`src/rtl/step_deserializer.sv`:
```
// Assembles 560-bit trace steps from a 32-bit witness word stream and presents
// each completed step on a valid/ready port that feeds fetch directly.
module step_deserializer #(
    parameter int STEP_W     = 560,
    parameter int WORD_W     = 32,
    parameter int STEP_WORDS = (STEP_W + WORD_W - 1) / WORD_W
) (
    input  logic              clk,
    input  logic              rst,
    input  logic [WORD_W-1:0] in_word,
    input  logic              in_valid,
    output logic              in_ready,
    output logic [STEP_W-1:0] step,
    output logic              step_valid,
    input  logic              step_ready,
    output logic [31:0]       step_count,
    output logic              pad_err,
    output logic              busy
);

    localparam int LAST   = STEP_WORDS - 1;
    localparam int ACC_W  = LAST * WORD_W;
    localparam int TAIL_W = STEP_W - ACC_W;
    localparam logic [4:0] LAST_IDX = 5'(LAST);

    logic [4:0]                  idx;
    logic [LAST-1:0][WORD_W-1:0] acc;
    logic                        accept;
    logic                        last_beat;
    logic                        final_accept;
    logic                        consume;

    assign last_beat    = (idx == LAST_IDX);
    assign in_ready     = !(last_beat && step_valid && !step_ready);
    assign accept       = in_valid && in_ready;
    assign final_accept = accept && last_beat;
    assign consume      = step_valid && step_ready;
    assign busy         = (idx != 5'd0);

    always_ff @(posedge clk) begin
        if (rst) begin
            idx <= 5'd0;
        end else if (accept) begin
            idx <= last_beat ? 5'd0 : idx + 5'd1;
        end
    end

    // One write-enabled slot per non-final beat; the final beat bypasses the
    // accumulator and lands straight in the output register.
    for (genvar k = 0; k < LAST; k++) begin : g_slot
        always_ff @(posedge clk) begin
            if (rst) begin
                acc[k] <= '0;
            end else if (accept && idx == 5'(k)) begin
                acc[k] <= in_word;
            end
        end
    end

    always_ff @(posedge clk) begin
        if (rst) begin
            step       <= '0;
            step_valid <= 1'b0;
        end else if (final_accept) begin
            // Reload wins over a same-edge consume so the port stays full.
            step       <= {in_word[TAIL_W-1:0], acc};
            step_valid <= 1'b1;
        end else if (consume) begin
            step_valid <= 1'b0;
        end
    end

    always_ff @(posedge clk) begin
        if (rst) begin
            step_count <= 32'd0;
        end else if (consume) begin
            step_count <= step_count + 32'd1;
        end
    end

    always_ff @(posedge clk) begin
        if (rst) begin
            pad_err <= 1'b0;
        end else if (final_accept && in_word[WORD_W-1:TAIL_W] != '0) begin
            pad_err <= 1'b1;
        end
    end

endmodule
```
`config.mk`:
```
export PLATFORM = sky130hd
export DESIGN_NAME = step_deserializer
export DESIGN_NICKNAME = d
export VERILOG_FILES = /design/src/rtl/step_deserializer.sv
export SDC_FILE = /design/constraint.sdc
export NUM_CORES = 2
export LEC_CHECK = 0
export BUFFER_PORTS_ARGS = -buffer_cell sky130_fd_sc_hd__buf_4
export CORE_UTILIZATION = 35
export DETAILED_ROUTE_END_ITERATION = 6
export MAX_ROUTING_LAYER = met4
export SETUP_SLACK_MARGIN = 0.15
export SYNTH_ARGS = -nofsm -noshare
export SYNTH_HDL_FRONTEND = slang
export SYNTH_SLANG_ARGS = --single-unit
```
`constraint.sdc`:
```
create_clock -name clk -period 1.9 [get_ports clk]
set_clock_uncertainty 0.1 [all_clocks]
set_input_delay 0 -clock clk [delete_from_list [all_inputs] [get_ports clk]]
set_output_delay 0 -clock clk [all_outputs]
set_load 0.05 [all_outputs]
```
==> Word-level counts from Yosys, hierarchy flattened <==
Index checks and enable logic that the tools add are counted.
{ "classes": {"n_mux": 3, "n_eq_ne": 17, "n_reduce_logical": 29, "addsub": 2} }
{ "ops": {"columns": ["cell", "n"], "rows": [
  ["5-bit by 4-bit == test with 1-bit output (second input constant)", 8],
  ["32-bit by 1-bit adder with 32-bit output (second input constant)", 1],
  ["1-bit logical AND", 23],
  ["5-bit by 3-bit == test with 1-bit output (second input constant)", 4],
  ["16-bit nonzero test", 1],
  ["5-bit by 2-bit == test with 1-bit output (second input constant)", 2],
  ["5-bit == test (second input constant)", 2],
  ["5-bit by 1-bit adder with 5-bit output (second input constant)", 1],
  ["5-bit by 1-bit == test with 1-bit output (second input constant)", 1],
  ["5-bit zero test", 1],
  ["5-bit two-way mux", 1],
  ["5-bit nonzero test", 1],
  ["1-bit zero test", 2],
  ["1-bit two-way mux", 2],
  ["2-bit nonzero test", 1]
]} }
{ "totals": {"wordCells": 73, "output_inout_bits": 596, "input_bits": 36, "regBits": 1143} }

==> Depth between registers and ports, before layout <==
{ "depth": {"depth_word": 7, "mapped_depth": 11, "ltp_nobuf": 7} }

==> Least setup slack after synthesis <==
Ideal clock, no wire load.
{ "synth_path": {"kind": "register to register", "startpoint": "register step_count[0]", "endpoint": "register step_count[28]", "required_time_ps": 1679, "slack_ps": -480, "synth_period_minus_slack_ps": 2380, "path_stages_with_launch": 8, "setup_time_ps": 121, "arrival_time_ps": 2160, "n_path_buf": 2, "cell_sequence": "dfxtp_1 ha_1 and4_2 clkbuf_1 nand2_1 clkbuf_1 nor4_1 mux2_2"} }
{ "synth_via": {"elab_chain_cells": 1} }
{ "synth_lines": {"columns": ["element", "line", "text"], "rows": [
  ["start: declaration", "16", "output logic [31:0] step_count,"],
  ["start signal: assignment", "77", "step_count <= step_count + 32'd1;"],
  ["32-bit by 1-bit adder with 32-bit output", "77", null]
]} }
No other way between the ends.
A chain may end at the register's enable or synchronous reset.

==> Worst setup path in the final report <==
{ "layout_path": {"startpoint": "register idx[1]", "endpoint": "output in_ready"} }
{ "layout_via": {"elab_chain_cells": 4} }
{ "layout_lines": {"columns": ["element", "line", "text"], "rows": [
  ["start: declaration", "26", "logic [4:0] idx;"],
  ["start signal: assignment", "44", "idx <= last_beat ? 5'd0 : idx + 5'd1;"],
  ["5-bit == test", "33", "assign last_beat = (idx == LAST_IDX);"],
  ["1-bit logical AND (2 in a row)", "34", "assign in_ready = !(last_beat && step_valid && !step_ready);"],
  ["1-bit zero test", "34", null],
  ["end: declaration", "12", "output logic in_ready,"]
]} }
No other way between the ends.

==> summary.txt <==
Status: complete, but fails checks
Failing checks: negative setup slack
Share of cells above drive strength 1: 22.6%
Final Hold Viols: 0
Die Span X: 340 um
CP Class: reg -> out
Startpoint types: flip-flop
Routed WL per cell: 21.3 um
DRC Markers: 0
Cts bufs inserted: 114
R2r endpoint: step[304]
Die Ht: 340 um
Ys flop type: dfxtp_1
Max_cap viols: 0
Initial antenna violation count: 6
Min-delay src: in_word[27]
CTS tree: built
Synth-to-layout area growth: 35.4%
Critical Path RT: 1.80 ns
Max-slew violations: 0
Post-Syn Area: 40000 sq um
DR vias/cell: 5.10
Largest net degree at the start of global routing: 125
DIE AREA: 116000 sq um
PortBufs: 631
VDD IR max: 722 uV
Period utilization: 108%
H-Tree Level Count: 3
Seq/Total Area, Yosys: 57.2%
Sink Count: 1143
Setup TNS: -42.15 ns
Fmax: 487 MHz
CP Cell Sequence: inv_4, ha_4, and4bb_2, buf_6, buf_6, nand2_4, buf_12
Cells after Synth: 5082
First-pass GRT wire length: 220000 um
Total power: 50100 uW
RSZ-0062 raised after global routing: yes
Number of synthesized flops with an enable pin: 0
DR pass1 iterations: 6
Reg-to-Reg Start: idx[1]
Dpl hpwl: 93400 um
Worst Setup End Kind: output pin
Clock buffer depth: 3
Cell depth of the worst hold path: 4
Most common cell after layout, fill and taps aside: nand2_1
Vias in the first global route: 33550
CP Buf/Inv Count: 4
Clock root buffer: clkbuf_16
Via count: 37116
Leakage: 0.0199 uW
Total power per unit cell area: 925 nW/um^2
Initial Util: 35.4%
Arrival @ worst endpoint: 1.96 ns
Worst Hold Class: in -> reg
Most frequent cells in the layout: nand2_1, dfxtp_1, a21oi_1, buf_4, clkbuf_16
Worst r2r path cells: 10
Worst hold slack: 0.156 ns
NumNets Final: 5728
Slowest-stage cell, CP: dfxtp_2
Rel. slew slack: 53.2%
Synth area leader: dfxtp_1
Post-synth ARST share: 0%
Ports: 632
Final min period: 2.06 ns
Mapped Avg Cell Area: 7.87 sq um
Post-synthesis register bit count: 1143
CP delay by family, top: buffers and inverters
Setup Viol. Count Final: 592
Final core utilization: 47.9%
Final WL: 155000 um
Total global-route track usage: 25.9%
Gr ovfl total: 0
Setup ws final: -0.155 ns
CP most frequent cell: buf_6
Crit Path Max Fanout: 2
Yosys top cell area share: 57.2%
DRT iter0 DRCs: 3397
Slew @ Worst Pin: 0.702 ns
Critical Path Max Stage Delay: 0.35 ns
Rows: 123
Hold Path End: acc[507]
Clock-pin slew on the worst setup and hold paths: 0.06 ns
Synth top area cells: dfxtp_1, nand2_1, a21oi_1
# fillers: 10928
Final ANT Viol Nets: 0
GPL Wtd Cong: 0.826
Syn_nets: 5124
Clock Latency Late Sink: 0.71 ns
Synth warnings: 0
Pre-CTS setup slack: -0.0496 ns
Core area: 113000 sq um
R2R setup slack: -0.16 ns
Unique cell type count in the Yosys netlist: 48
## how the worst max path moves through the flow
stage / from / endpoint / slack (ns) / cells after the start
final: idx[1] / in_ready / -0.16 / 7
after global placement: step_valid / step[119] / 0.006 / 6
after detailed placement: idx[1] / step[304] / -0.05 / 8
after floorplan: step_count[7] / step_count[28] / -0.04 / 5
after CTS: idx[0] / busy / -0.17 / 4
after global routing: idx[1] / in_ready / -0.24 / 7
## cells in the mapped netlist (3+ instances only)
master       n
a21oi_1   1096
and4_1       4
nand3_1     11
clkbuf_1   314
xor2_1       9
buf_4       31
mux2i_1     32
and2_1      12
nand2_1   2171
or3_1        5
o21ai_0      7
dfxtp_1   1143
nand4_1     12
or4_1       15
o31ai_1     13
buf_6        4
buf_2       66
nor4_1       7
and3_1       5
inv_1        7
ha_1         6
and2_0       4
buf_1       29
nor2_1      49
xnor2_1      3
and4bb_2     3
## repair_timing
| action | 4_1_cts | 5_1_grt |
|---|---|---|
| pin swaps | 13 | 37 |
| resized for setup | 84 | 171 |
| setup endpoints to repair | 867 | 1075 |
| hold buffers | 37 | 0 |
| gates cloned | 17 | 22 |
| hold endpoints to repair | 1099 | 0 |
| buffers inserted | 20 | 14 |
## power breakdown
group          internal, uW  total (uW)  leakage, uW  switching (uW)
combinational           616        2230      0.00870            1610
sequential            24100       24100      0.00923            73.9
clock                 13800       23700      0.00196            9860
## state kept, by name (all words and copies together), names as in the netlist
| signal | cells |
|---|---|
| acc | 544 |
| idx | 5 |
| pad_err | 1 |
| step | 560 |
| step_count | 32 |
| step_valid | 1 |
## worst register-to-register path: stages (launching register included)
cell and delay [ns]:
dfxtp_2 0.33, inv_4 0.07, ha_4 0.13, and4bb_2 0.26
buf_6 0.12, and3_4 0.26, buf_16 0.16, buf_16 0.18
buf_16 0.17, nand2_1 0.08, a21oi_2 0.13
## cells by family after synthesis
group | after synthesis | share of synthesized area, %
flip-flops | 1143 | 57.2
adder cells (fa/ha/maj) | 6 | 0.188
buffers and inverters | 451 | 4.81
AO/OA/AOI/OAI | 1122 | 14.2
AND/OR/NAND/NOR | 2315 | 22.5
XOR/XNOR | 12 | 0.263
multiplexers | 33 | 0.829
## layout make-up
type / count / area (sq um) / area share [%]
sequential: 1143 / 23000 / 42.4
clock buffer: 162 / 3410 / 6.30
inverter: 7 / 31.3 / 0.0578
multi-input combinational: 3488 / 16000 / 29.5
tap: 1500 / 1880 / 3.47
antenna: 3 / 7.51 / 0.0139
clock inverter: 46 / 566 / 1.04
timing repair buffer: 932 / 9310 / 17.2
## routing by layer
layer  wire length [um]  GRT usage (%)  vias to the layer above  part of all wire, %
li1                   -              -                    17555                    -
met1              65200           34.0                    17873                   42
met2              73300           40.8                     1410                   47
met3              10700           3.18                      278                  6.9
met4               5930           9.48                        0                  3.8
met5                  0              -                        -                    0
## metrics by stage
stage               cell area (sq um)  cells
floorplan                       40400   5082
global placement                47500   6961
detailed placement              47500   6961
CTS                             52900   7243
global route                    54100   7280
finish                          54100   7281
Note: power is estimated with default switching activity, not from simulation.
